## src/rtl/mem_access_unit_if.sv

```systemverilog
// mem_access_unit_if: byte-wide external memory bus.
//   bus_addr  [31:0] byte address            (master -> slave)
//   bus_wdata [7:0]  byte write data         (master -> slave)
//   bus_re / bus_we  read / write strobes    (master -> slave), held until ack
//   bus_rdata [7:0]  byte read data          (slave -> master), valid with ack
//   bus_ack          byte transfer complete  (slave -> master)
interface mem_access_unit_if;
  logic [31:0] bus_addr;
  logic [7:0]  bus_wdata;
  logic        bus_re;
  logic        bus_we;
  logic [7:0]  bus_rdata;
  logic        bus_ack;

  modport master (
    output bus_addr, bus_wdata, bus_re, bus_we,
    input  bus_rdata, bus_ack
  );

  modport slave (
    input  bus_addr, bus_wdata, bus_re, bus_we,
    output bus_rdata, bus_ack
  );
endinterface

```

## src/rtl/mem_access_unit.sv

```systemverilog
// mem_access_unit: turns a 32-bit word load/store from the CPU into four byte
// transfers on a byte-wide memory bus, little-endian (byte 0 at the lowest address).
//   CLK, RESET         clock, asynchronous active-high reset
//   MemRead, MemWrite  level requests from CONTROL (write wins when both are set)
//   ALUOut             byte address, must be word aligned
//   ReadData2          store data
//   ReadData3          load result, holds the last loaded word
//   Stall              holds PC/IR while an access is pending or in flight
//   MemDone            one-cycle pulse when an access retires
//   AlignErr           one-cycle pulse after a misaligned request is rejected
//   BusErr             one-cycle pulse when a byte transfer times out
//   bus                byte bus master (see mem_access_unit_if)
module mem_access_unit (
  input  logic                     CLK,
  input  logic                     RESET,
  input  logic                     MemRead,
  input  logic                     MemWrite,
  input  logic [31:0]              ALUOut,
  input  logic [31:0]              ReadData2,
  output logic [31:0]              ReadData3,
  output logic                     Stall,
  output logic                     MemDone,
  output logic                     AlignErr,
  output logic                     BusErr,
  mem_access_unit_if.master        bus
);

  typedef enum logic [1:0] {StIdle, StAccess, StDone} state_e;

  state_e      r_state,     w_state_nxt;
  logic [31:2] r_addr,      w_addr_nxt;
  logic [31:0] r_data,      w_data_nxt;
  logic        r_we,        w_we_nxt;
  logic [1:0]  r_idx,       w_idx_nxt;
  logic [3:0]  r_tmo,       w_tmo_nxt;
  logic [31:0] r_rdata,     w_rdata_nxt;
  logic        r_align_err, w_align_err_nxt;
  logic        r_bus_err,   w_bus_err_nxt;

  logic w_req;
  logic w_misaligned;

  assign w_req        = MemRead | MemWrite;
  assign w_misaligned = (ALUOut[1:0] != 2'b00);

  always_ff @(posedge CLK or posedge RESET) begin
    if (RESET) begin
      r_state     <= StIdle;
      r_addr      <= '0;
      r_data      <= '0;
      r_we        <= 1'b0;
      r_idx       <= 2'd0;
      r_tmo       <= 4'd0;
      r_rdata     <= '0;
      r_align_err <= 1'b0;
      r_bus_err   <= 1'b0;
    end else begin
      r_state     <= w_state_nxt;
      r_addr      <= w_addr_nxt;
      r_data      <= w_data_nxt;
      r_we        <= w_we_nxt;
      r_idx       <= w_idx_nxt;
      r_tmo       <= w_tmo_nxt;
      r_rdata     <= w_rdata_nxt;
      r_align_err <= w_align_err_nxt;
      r_bus_err   <= w_bus_err_nxt;
    end
  end

  always_comb begin
    w_state_nxt     = r_state;
    w_addr_nxt      = r_addr;
    w_data_nxt      = r_data;
    w_we_nxt        = r_we;
    w_idx_nxt       = r_idx;
    w_tmo_nxt       = r_tmo;
    w_rdata_nxt     = r_rdata;
    w_align_err_nxt = 1'b0;
    w_bus_err_nxt   = 1'b0;

    unique case (r_state)
      StIdle: begin
        if (w_req) begin
          if (w_misaligned) begin
            w_align_err_nxt = 1'b1;
          end else begin
            w_addr_nxt  = ALUOut[31:2];
            w_data_nxt  = ReadData2;
            w_we_nxt    = MemWrite;  // write wins over a simultaneous read
            w_idx_nxt   = 2'd0;
            w_tmo_nxt   = 4'd0;
            w_state_nxt = StAccess;
          end
        end
      end
      StAccess: begin
        if (bus.bus_ack) begin
          if (!r_we) begin
            w_rdata_nxt[{r_idx, 3'b000} +: 8] = bus.bus_rdata;
          end
          w_idx_nxt = r_idx + 2'd1;
          w_tmo_nxt = 4'd0;
          if (r_idx == 2'd3) begin
            w_state_nxt = StDone;
          end
        end else if (r_tmo == 4'd14) begin
          // This no-ack cycle brings the count to 15: give up on the rest of the word.
          w_tmo_nxt     = 4'd15;
          w_bus_err_nxt = 1'b1;
          w_state_nxt   = StDone;
        end else begin
          w_tmo_nxt = r_tmo + 4'd1;
        end
      end
      StDone: begin
        w_state_nxt = StIdle;
      end
      default: begin
        w_state_nxt = StIdle;
      end
    endcase
  end

  always_comb begin
    bus.bus_addr  = 32'd0;
    bus.bus_wdata = 8'd0;
    bus.bus_re    = 1'b0;
    bus.bus_we    = 1'b0;
    if (r_state == StAccess) begin
      // Index is only two bits wide, so it can never carry into the word address.
      bus.bus_addr  = {r_addr, r_idx};
      bus.bus_wdata = r_data[{r_idx, 3'b000} +: 8];
      bus.bus_re    = !r_we;
      bus.bus_we    = r_we;
    end
  end

  // RESET gates the IDLE look-ahead stall so it drops immediately.
  assign Stall     = !RESET && ((r_state == StAccess) ||
                                ((r_state == StIdle) && w_req && !w_misaligned));
  assign MemDone   = (r_state == StDone);
  assign AlignErr  = r_align_err;
  assign BusErr    = r_bus_err;
  assign ReadData3 = r_rdata;

endmodule

```

## src/flat_wrapper.sv

```systemverilog
// flat-port wrapper written by rule: the top's interface ports become plain ports
module mem_access_unit_flat 
  (CLK, RESET, MemRead, MemWrite, ALUOut, ReadData2, ReadData3, Stall, MemDone, AlignErr, BusErr, bus_bus_addr, bus_bus_wdata, bus_bus_re, bus_bus_we, bus_bus_rdata, bus_bus_ack);
  mem_access_unit_if bus_i ();
  input  logic CLK;
  input  logic RESET;
  input  logic MemRead;
  input  logic MemWrite;
  input  logic [31:0] ALUOut;
  input  logic [31:0] ReadData2;
  output logic [31:0] ReadData3;
  output logic Stall;
  output logic MemDone;
  output logic AlignErr;
  output logic BusErr;
  output wire logic [$bits(bus_i.bus_addr)-1:0] bus_bus_addr;
  output wire logic [$bits(bus_i.bus_wdata)-1:0] bus_bus_wdata;
  output wire logic [$bits(bus_i.bus_re)-1:0] bus_bus_re;
  output wire logic [$bits(bus_i.bus_we)-1:0] bus_bus_we;
  input wire logic [$bits(bus_i.bus_rdata)-1:0] bus_bus_rdata;
  input wire logic [$bits(bus_i.bus_ack)-1:0] bus_bus_ack;
  assign bus_bus_addr = bus_i.bus_addr;
  assign bus_bus_wdata = bus_i.bus_wdata;
  assign bus_bus_re = bus_i.bus_re;
  assign bus_bus_we = bus_i.bus_we;
  assign bus_i.bus_rdata = bus_bus_rdata;
  assign bus_i.bus_ack = bus_bus_ack;
  mem_access_unit u_core (.CLK(CLK), .RESET(RESET), .MemRead(MemRead), .MemWrite(MemWrite), .ALUOut(ALUOut), .ReadData2(ReadData2), .ReadData3(ReadData3), .Stall(Stall), .MemDone(MemDone), .AlignErr(AlignErr), .BusErr(BusErr), .bus(bus_i));
endmodule
```

## config.mk

```make
export PLATFORM = sky130hd
export DESIGN_NAME = mem_access_unit_flat
export DESIGN_NICKNAME = d
export VERILOG_FILES = /design/src/rtl/mem_access_unit_if.sv /design/src/rtl/mem_access_unit.sv /design/src/flat_wrapper.sv
export SDC_FILE = /design/constraint.sdc
export NUM_CORES = 1
export LEC_CHECK = 0
export CORE_ASPECT_RATIO = 2
export CORE_MARGIN = 1
export CORE_UTILIZATION = 48
export CTS_BUF_LIST = sky130_fd_sc_hd__clkbuf_4 sky130_fd_sc_hd__clkbuf_8
export CTS_CLUSTER_DIAMETER = 60
export CTS_CLUSTER_SIZE = 28
export DETAILED_ROUTE_END_ITERATION = 8
export PLACE_DENSITY = 0.93
export SYNTH_ARGS = -nofsm -noshare
export SYNTH_HDL_FRONTEND = slang
export SYNTH_SLANG_ARGS = --single-unit
```

## constraint.sdc

```tcl
create_clock -name CLK -period 4.4 [get_ports CLK]
set_clock_uncertainty 0.1 [all_clocks]
set_input_delay 0.44 -clock CLK [delete_from_list [all_inputs] [get_ports CLK]]
set_output_delay 0.44 -clock CLK [all_outputs]
set_load 0.03 [all_outputs]
```

-- Yosys cells after proc, flatten, opt, wreduce, memory -nomap -nowiden
Cells that the tools add are included.
- eq/ne operators: 9
- muxes and demuxes: 26
- shift operators: 3
- reduce and logical (&&, ||, !) cells: 15
- bitwise operators: 3
- add/sub/neg operators: 3
- operators with widths (cell ; count):
    bitwise mux 32 bit ; 1
    two-way mux 32 bit ; 1
    variable shift 8 x 7 -> 32 bit, first input constant ; 1
    indexed part select 32 x 6 -> 8 bit ; 1
    indexed part select 8 x 7 -> 32 bit ; 1
    two-way mux 2 bit ; 8
    two-way mux 4 bit ; 4
    AND reduction 3 bit ; 3
    two-way mux 1 bit ; 8
    two-way mux 8 bit ; 1
    case mux 2 bit (2 select lines) ; 2
    case mux 4 bit (2 select lines) ; 1
    AND reduction 4 bit ; 2
    negator 5 -> 7 bit ; 1
    != test 3 x 2 -> 1 bit, second input constant ; 2
    adder 4 x 1 -> 4 bit, second input constant ; 1
    equality test 2 bit, second input constant ; 2
    equality test 4 bit, second input constant ; 1
    != test 2 bit, second input constant ; 2
    nonzero test 2 bit ; 2
    logical AND 1 bit ; 3
    zero test 1 bit ; 3
    adder 2 x 1 -> 2 bit, second input constant ; 1
    equality test 2 x 1 -> 1 bit, second input constant ; 1
    other kinds (5) ; 6
- output and inout bits: 78
- register bits after elaboration: 105
- word-level logic and storage cells: 68
- bits of input ports: 77

-- Depth between registers and ports, before layout
Gate-level depths: netlist of the first run.
- word-level depth: 5
- gate-level depth with buffers: 8
- depth with buffers taken out: 5

-- Worst setup path after synthesis of the first run
No wires, ideal clock.
- kind: reg2reg
- start point: register u_core.r_idx[1]
- end point: register u_core.r_rdata[1] (netlist: u_core.ReadData3[1])
- arrival time: 1.878 ns
- setup slack: 2.301 ns
- cell stages (with the launch flop): 8
- data required time: 4.179 ns
- clock period less this slack: 2.099 ns
- library setup time: 0.121 ns
- cells stage by stage: dfrtp_1 > clkbuf_1 > inv_1 > ha_1 > and4bb_2 > and2_1 > buf_2 > a22o_1
- longest elaborated chain between the ends: 3
- elaborated cells between the ends (all ways): 4
- ends and longest elaborated chain (element ; RTL line ; source):
    from (decl) ; mem_access_unit.sv:34 ; logic [1:0] r_idx, w_idx_nxt;
    from (signal assigned) ; mem_access_unit.sv:62 ; r_idx <= w_idx_nxt;
    negator 5 -> 7 bit * ; mem_access_unit.sv:99 ; w_rdata_nxt[{r_idx, 3'b000} +: 8] = bus.bus_rdata;
    indexed part select 8 x 7 -> 32 bit / variable shift 8 x 7 -> 32 bit (equally long branches) ; mem_access_unit.sv:99 ;
    bitwise mux 32 bit * ; mem_access_unit.sv:99 ;
    to (signal assigned) ; mem_access_unit.sv:64 ; r_rdata <= w_rdata_nxt;
    to (decl) ; mem_access_unit.sv:36 ; logic [31:0] r_rdata, w_rdata_nxt;
Every way passes the cells marked *; elsewhere a longest branch is shown, timed or not.
A chain may end at the register's enable or synchronous reset.

-- Final worst setup path of the first run
- start point: register u_core.r_idx[0]
- end point: output port bus_bus_wdata[2]
- longest elaborated chain between the ends: 2
- ends and longest elaborated chain (element ; RTL line ; source):
    indexed part select 32 x 6 -> 8 bit ; mem_access_unit.sv:132 ; bus.bus_wdata = r_data[{r_idx, 3'b000} +: 8];
    two-way mux 8 bit ; mem_access_unit.sv:129 ; if (r_state == StAccess) begin
    to (decl) ; flat_wrapper.sv:17 ; output wire logic [$bits(bus_i.bus_wdata)-1:0] bus_bus_wdata;
Every way passes these cells.

==> results.ini, run 1 <==
[power]
swShare = 0.396
p_per_area_nw_per_um2 = 716
p_sw_w = 0.00190
pwr-share-clk = 0.137
pwr-share-comb = 0.516
peakVddDrop_mv = 0.492
leakage_nw = 3.00
intPower_w = 0.00289
seq_power_share = 0.347

[clock_tree]
clock_sinks = 105
cts_buffers = 9
worstSkewPairLatency_ps = 360
cts_hold_buf = 0
clk_path_buf_depth = 2
cts.clk_slew.worst_paths_ps = 90
cts_repair_resize_count = 0
cts_tree = done
htreeDepth = 3
postCtsSetupBuffers = 0
cts-root-buf = clkbuf_8

[layout]
nFillCells = 694
area_delta_synth_final_pct = 37.9
layout_commonest_cell = clkdlybuf4s50_1
stdcell_area_sq_um = 6680
drive_gt1_frac = 0.0757
final_nets = 583
layout_common_cells = clkdlybuf4s50_1, dfrtp_1, mux2_1, and2_1, nand4_1
diodes = 0

[timing]
worst_pin_slew_ps = 1030
fmax_mhz = 318
hold_violations = 0
setup_slack_ps = 1250
finalSetupViolCount = 0
slew_violations = 0
setup_tns_ps = 0
post-route-period-util = 0.715
min_period_ps = 3150
rsz0062_at_grt = false
slew_headroom = 0.313
holdWs_ps = 384

[placed_design]
dpl_worst_slack_ps = 1620
gp_congestion = 0.820
dpl_cell_area_sq_um = 6450
io_buffer_count = 154
dp_hpwl_mm = 8.55

[die]
dieWidth_um = 73.0
ios = 155
row_count = 51
die_h_um = 144
initial_core_util = 0.496
die_area_sq_um = 10500
coreArea_sq_um = 9760

[job]
drv_cap = 0

[route]
vias = 3460
post-route-drc-count = 0
wl_per_cell_um = 18.1
via_per_inst = 5.46
drtIter0Drc = 92
dr.pass1.iters = 4
routed_wl_mm = 11.5
postRouteAntennaNets = 0

[logic_synthesis]
syn-cell-area_sq_um = 4840
synth-edff-count = 0
ys_ff_latch = 105
yosysSeqAreaShare = 0.543
synthesis.instances = 352
ys_types = 40
yosys_most_used_dff = dfrtp_1
synth-async-reset-ratio = 1.00
syn-mean-instance-area_sq_um = 13.8
syn_nets = 437
yosys_warnings = 0

[run_status]
outcome = finished clean

[critical_path]
critPathKind = reg2out
slowest_delay_ps = 830
cp_slowest_cell = dfrtp_1
cp.required_ps = 3860
cp_max_fo = 17
critPathArrivalTime_ps = 2610
cp_cell_sequence = mux4_1 -> and2_1 -> clkdlybuf4s50_1
crit_path_start_kind = flop
endpoint_kind = output pin

[global_routing]
gr-usage-all-layers = 0.235
grt_max_degree = 84
grt_pass1_vias = 3719
antenna_found_initial = 0
grt.overflow.total = 0
grt_pass1_wl_mm = 18.3

[min_path]
hold_path_class = reg2reg

-- cell type report --
type                    instances  area, sq um  share of cell area
flip-flops and latches        105         2630               0.393
multi-input cells             221         2080               0.312
repair buffers                157         1560               0.234
well taps                     132          165              0.0247
clock inverters                 4         77.6              0.0116
clock buffers                  11          145              0.0217
inverters                       4         17.5             0.00262
-- power groups by stage --
stage	registers [W]	clock network [W]	logic (W)
global route	0.00172	0.000701	0.00263
CTS	0.00166	0.000674	0.00250
global placement	0.00165	0	0.00241
detailed placement	0.00168	0	0.00248
finish	0.00166	0.000656	0.00247
floorplan	0.00180	0	0.00139
-- final timing paths --
path / from / end / slack (ps) / cells after the start
worst max-delay path: u_core.r_idx[0]$_DFFE_PP0P_ / bus_bus_wdata[2] / 1250 / 3
worst min-delay path: u_core.ReadData3[23]$_DFFE_PP0P_ / u_core.ReadData3[23]$_DFFE_PP0P_ / 380 / 1
worst max register to register: u_core.r_idx[0]$_DFFE_PP0P_ / u_core.ReadData3[16]$_DFFE_PP0P_ / 1760 / 5
worst min register to register: u_core.ReadData3[23]$_DFFE_PP0P_ / u_core.ReadData3[23]$_DFFE_PP0P_ / 380 / 1
max in group asynchronous: RESET / u_core.r_addr[20]$_DFFE_PP0P_ / 2710 / 3
min in group asynchronous: RESET / u_core.r_addr[13]$_DFFE_PP0P_ / 600 / 2
-- cells in the mapped netlist (2+ instances only) --
cell | instances | area share
a21boi_0 | 2 | 0.0031
nand2_4 | 2 | 0.0047
and3_1 | 6 | 0.0078
ha_1 | 8 | 0.021
a21bo_2 | 6 | 0.012
and4bb_2 | 2 | 0.0052
buf_6 | 4 | 0.0093
dfrtp_1 | 105 | 0.54
and2_1 | 41 | 0.053
mux2_2 | 3 | 0.0070
a21bo_1 | 8 | 0.017
nor3_1 | 2 | 0.0021
clkbuf_1 | 7 | 0.0054
nand4_1 | 14 | 0.018
and4_1 | 4 | 0.0072
buf_2 | 10 | 0.010
nand2_1 | 3 | 0.0023
a21o_1 | 5 | 0.0078
a22o_1 | 10 | 0.018
nand3_1 | 2 | 0.0021
a32o_1 | 3 | 0.0062
inv_1 | 4 | 0.0031
a21oi_1 | 4 | 0.0041
nor2b_1 | 3 | 0.0039
o21ai_0 | 3 | 0.0031
mux4_1 | 8 | 0.043
nor2_1 | 7 | 0.0054
mux2_1 | 64 | 0.15
-- cell families (layout without fill, tap and decap cells) --
group | Yosys count | count (layout) | synth area share
fa+ha+maj | 8 | 8 | 0.0207
simple gates | 94 | 94 | 0.130
compound gates | 44 | 44 | 0.0778
mux | 75 | 75 | 0.199
buf+inv | 26 | 176 | 0.0297
flops | 105 | 105 | 0.543
-- stage by stage --
stage / power, W / std cells / util
2_1_floorplan: 0.00319 / 352 / -
3_3_place_gp: 0.00406 / 619 / 0.661
3_5_place_dp: 0.00416 / 619 / 0.661
4_1_cts: 0.00483 / 634 / 0.684
5_1_grt: 0.00505 / 634 / 0.684
6_report: 0.00478 / 634 / 0.684
-- flip-flops by register name (all words and copies together) (netlist names) --
signal,flops
u_core.r_state,2
u_core.r_tmo,4
u_core.BusErr,1
u_core.r_data,32
u_core.r_addr,30
u_core.r_we,1
u_core.AlignErr,1
u_core.ReadData3,32
u_core.r_idx,2
-- worst max-delay path: cells and delay by family (launching register included) --
| family | cells | cell delay, ps |
|---|---|---|
| flip-flops | 1 | 830 |
| AND/OR/NAND/NOR | 1 | 190 |
| buffers and inverters | 1 | 590 |
| multiplexers | 1 | 640 |
-- metal layers --
metal	track usage	up-vias	share of wire
met5	0	-	0
met4	0.127	0	0.040
met3	0.0488	34	0.052
met2	0.420	141	0.56
met1	0.251	1726	0.35
li1	-	1559	-
Note: power is estimated with default switching activity, not from simulation.
==> run 2: changes to the inputs <==
==> constraint.sdc (replaced) <==
create_clock -name CLK -period 3.3 [get_ports CLK]
set_clock_uncertainty 0.1 [all_clocks]
set_input_delay 0.33 -clock CLK [delete_from_list [all_inputs] [get_ports CLK]]
set_output_delay 0.33 -clock CLK [all_outputs]
set_load 0.03 [all_outputs]
==> results.ini, run 2 (synthesis results as in run 1) <==
[layout]
layout_commonest_cell = clkdlybuf4s50_1
finish.utilization = 0.686  ; +0.00243
area_delta_synth_final_pct = 38.4
layoutNonFillerInstCount = 638  ; +0.63%
layout_common_cells = clkdlybuf4s50_1, dfrtp_1, mux2_1, and2_1, nand4_1
final_nets = 586  ; +0.51%
drive_gt1_frac = 0.0812  ; +0.00549

[clock_tree]
cts_repair_resize_count = 0  ; unchanged
clock_sinks = 105  ; unchanged
worstSkewPairLatency_ps = 360  ; about the same
cts-root-buf = clkbuf_8
cts_hold_buf = 0  ; unchanged
postCtsSetupBuffers = 0  ; unchanged
cts.clk_slew.worst_paths_ps = 100  ; about the same
cts_tree = done
cts_buffers = 9  ; unchanged
htreeDepth = 3  ; unchanged
clk_path_buf_depth = 2  ; unchanged

[power]
p_per_area_nw_per_um2 = 956  ; +33%
p_total_w = 0.00641  ; +34%
leakage_nw = 3.01  ; +0.39%
peakVddDrop_mv = 0.657  ; +33%

[global_routing]
grt_pass1_wl_mm = 18.5  ; +1.1%
antenna_found_initial = 1  ; +1
grt.overflow.total = 0  ; unchanged
grt_max_degree = 71  ; -15%
grt_pass1_vias = 3727  ; +0.22%
gr-usage-all-layers = 0.236  ; +0.00130

[die]
die_h_um = 144  ; unchanged
initial_core_util = 0.496  ; unchanged
row_count = 51  ; unchanged
coreArea_sq_um = 9760  ; unchanged
ios = 155  ; unchanged
dieWidth_um = 73.0  ; unchanged
die_area_sq_um = 10500  ; unchanged

[timing]
min_period_ps = 3070
slew_violations = 0  ; unchanged
post-route-period-util = 0.931
setup_tns_ps = 0  ; unchanged
finalSetupViolCount = 0  ; unchanged
slew_headroom = 0.412  ; +0.0987
worst_pin_slew_ps = 882  ; -148 ps
hold_violations = 0  ; unchanged
fmax_mhz = 325
rsz0062_at_grt = false

[route]
wl_per_cell_um = 18.2  ; +0.38%
drtIter0Drc = 102  ; +11%
vias = 3455  ; -0.14%
routed_wl_mm = 11.6  ; +1.0%
dr.pass1.iters = 4  ; unchanged
via_per_inst = 5.42  ; -0.77%
postRouteAntennaNets = 0  ; unchanged
post-route-drc-count = 0  ; unchanged

[job]
drv_cap = 0  ; unchanged

[critical_path]
slowest_delay_ps = 840  ; about the same
critPathKind = reg2out
reg2reg_slack_ps = 690  ; -1070 ps
crit_cells = 3  ; unchanged
crit_path_start_kind = flop
cp_cell_sequence = mux4_1 -> and2_1 -> clkdlybuf4s50_1
crit_buf_inv = 1  ; unchanged
reg2reg_from = u_core.r_idx[0]$_DFFE_PP0P_
critPathArrivalTime_ps = 2640  ; +30 ps
reg2regPathDepth = 5  ; unchanged
regToRegEndpoint = u_core.ReadData3[22]$_DFFE_PP0P_
endpoint_kind = output pin
cp_max_fo = 17  ; unchanged
cp_slowest_cell = dfrtp_1
cp.required_ps = 2870  ; -990 ps
cp_top_family = flip-flops

[placed_design]
dp.cells = 622  ; +0.48%
gp_congestion = 0.828  ; +0.94%
io_buffer_count = 154  ; unchanged
dp_hpwl_mm = 8.64  ; +1.0%

[run_status]
outcome = finished clean

[min_path]
hold_path_class = in2async

run 2: cell count changes in the layout (fill, tap and decap cells not counted):
cell,change
clkinv_4,-2
diode_2,+1
inv_6,+1
clkinvlp_4,+1
buf_4,+3
run 2: metrics by stage:
step | setup WS, ps | hold slack (ps) | area (sq um)
3_5_place_dp | 622 | 368 | 6480
6_report | 226 | 351 | 6700
3_3_place_gp | 679 | 362 | 6480
4_1_cts | 215 | 383 | 6700
5_1_grt | 145 | 404 | 6700
2_1_floorplan | 109 | 356 | 4840
run 2: how the worst max path moves through the flow:
stage                                     start  slack [ps]                        end
finish              u_core.r_idx[0]$_DFFE_PP0P_         230           bus_bus_wdata[3]
global route        u_core.r_idx[0]$_DFFE_PP0P_         150           bus_bus_wdata[3]
CTS                 u_core.r_idx[0]$_DFFE_PP0P_         220           bus_bus_wdata[3]
detailed placement  u_core.r_idx[0]$_DFFE_PP0P_         620           bus_bus_wdata[3]
global placement    u_core.r_idx[0]$_DFFE_PP0P_         680           bus_bus_wdata[2]
floorplan                                 RESET         110  u_core.AlignErr$_DFF_PP0_
run 2: final cells by class:
type / count / area [sq um]
fillers: 686 / 3060
flip-flops and latches: 105 / 2630
multi-input cells: 221 / 2080
repair buffers: 160 / 1590
well taps: 132 / 165
clock buffers: 11 / 145
clock inverters: 4 / 76.3
inverters: 4 / 17.5
diodes: 1 / 2.50
run 2: layer usage:
metal	global-route usage	up-vias	routed length, um
met5	0	-	0
met4	0.133	0	513
met3	0.0585	35	721
met2	0.418	148	6290
met1	0.248	1703	4070
li1	-	1569	-
run 2: power by group:
part | switching (W) | total, W | internal, W
Sequential | 0.000367 | 0.00222 | 0.00185
Clock | 0.000423 | 0.000879 | 0.000456
Combinational | 0.00176 | 0.00331 | 0.00155
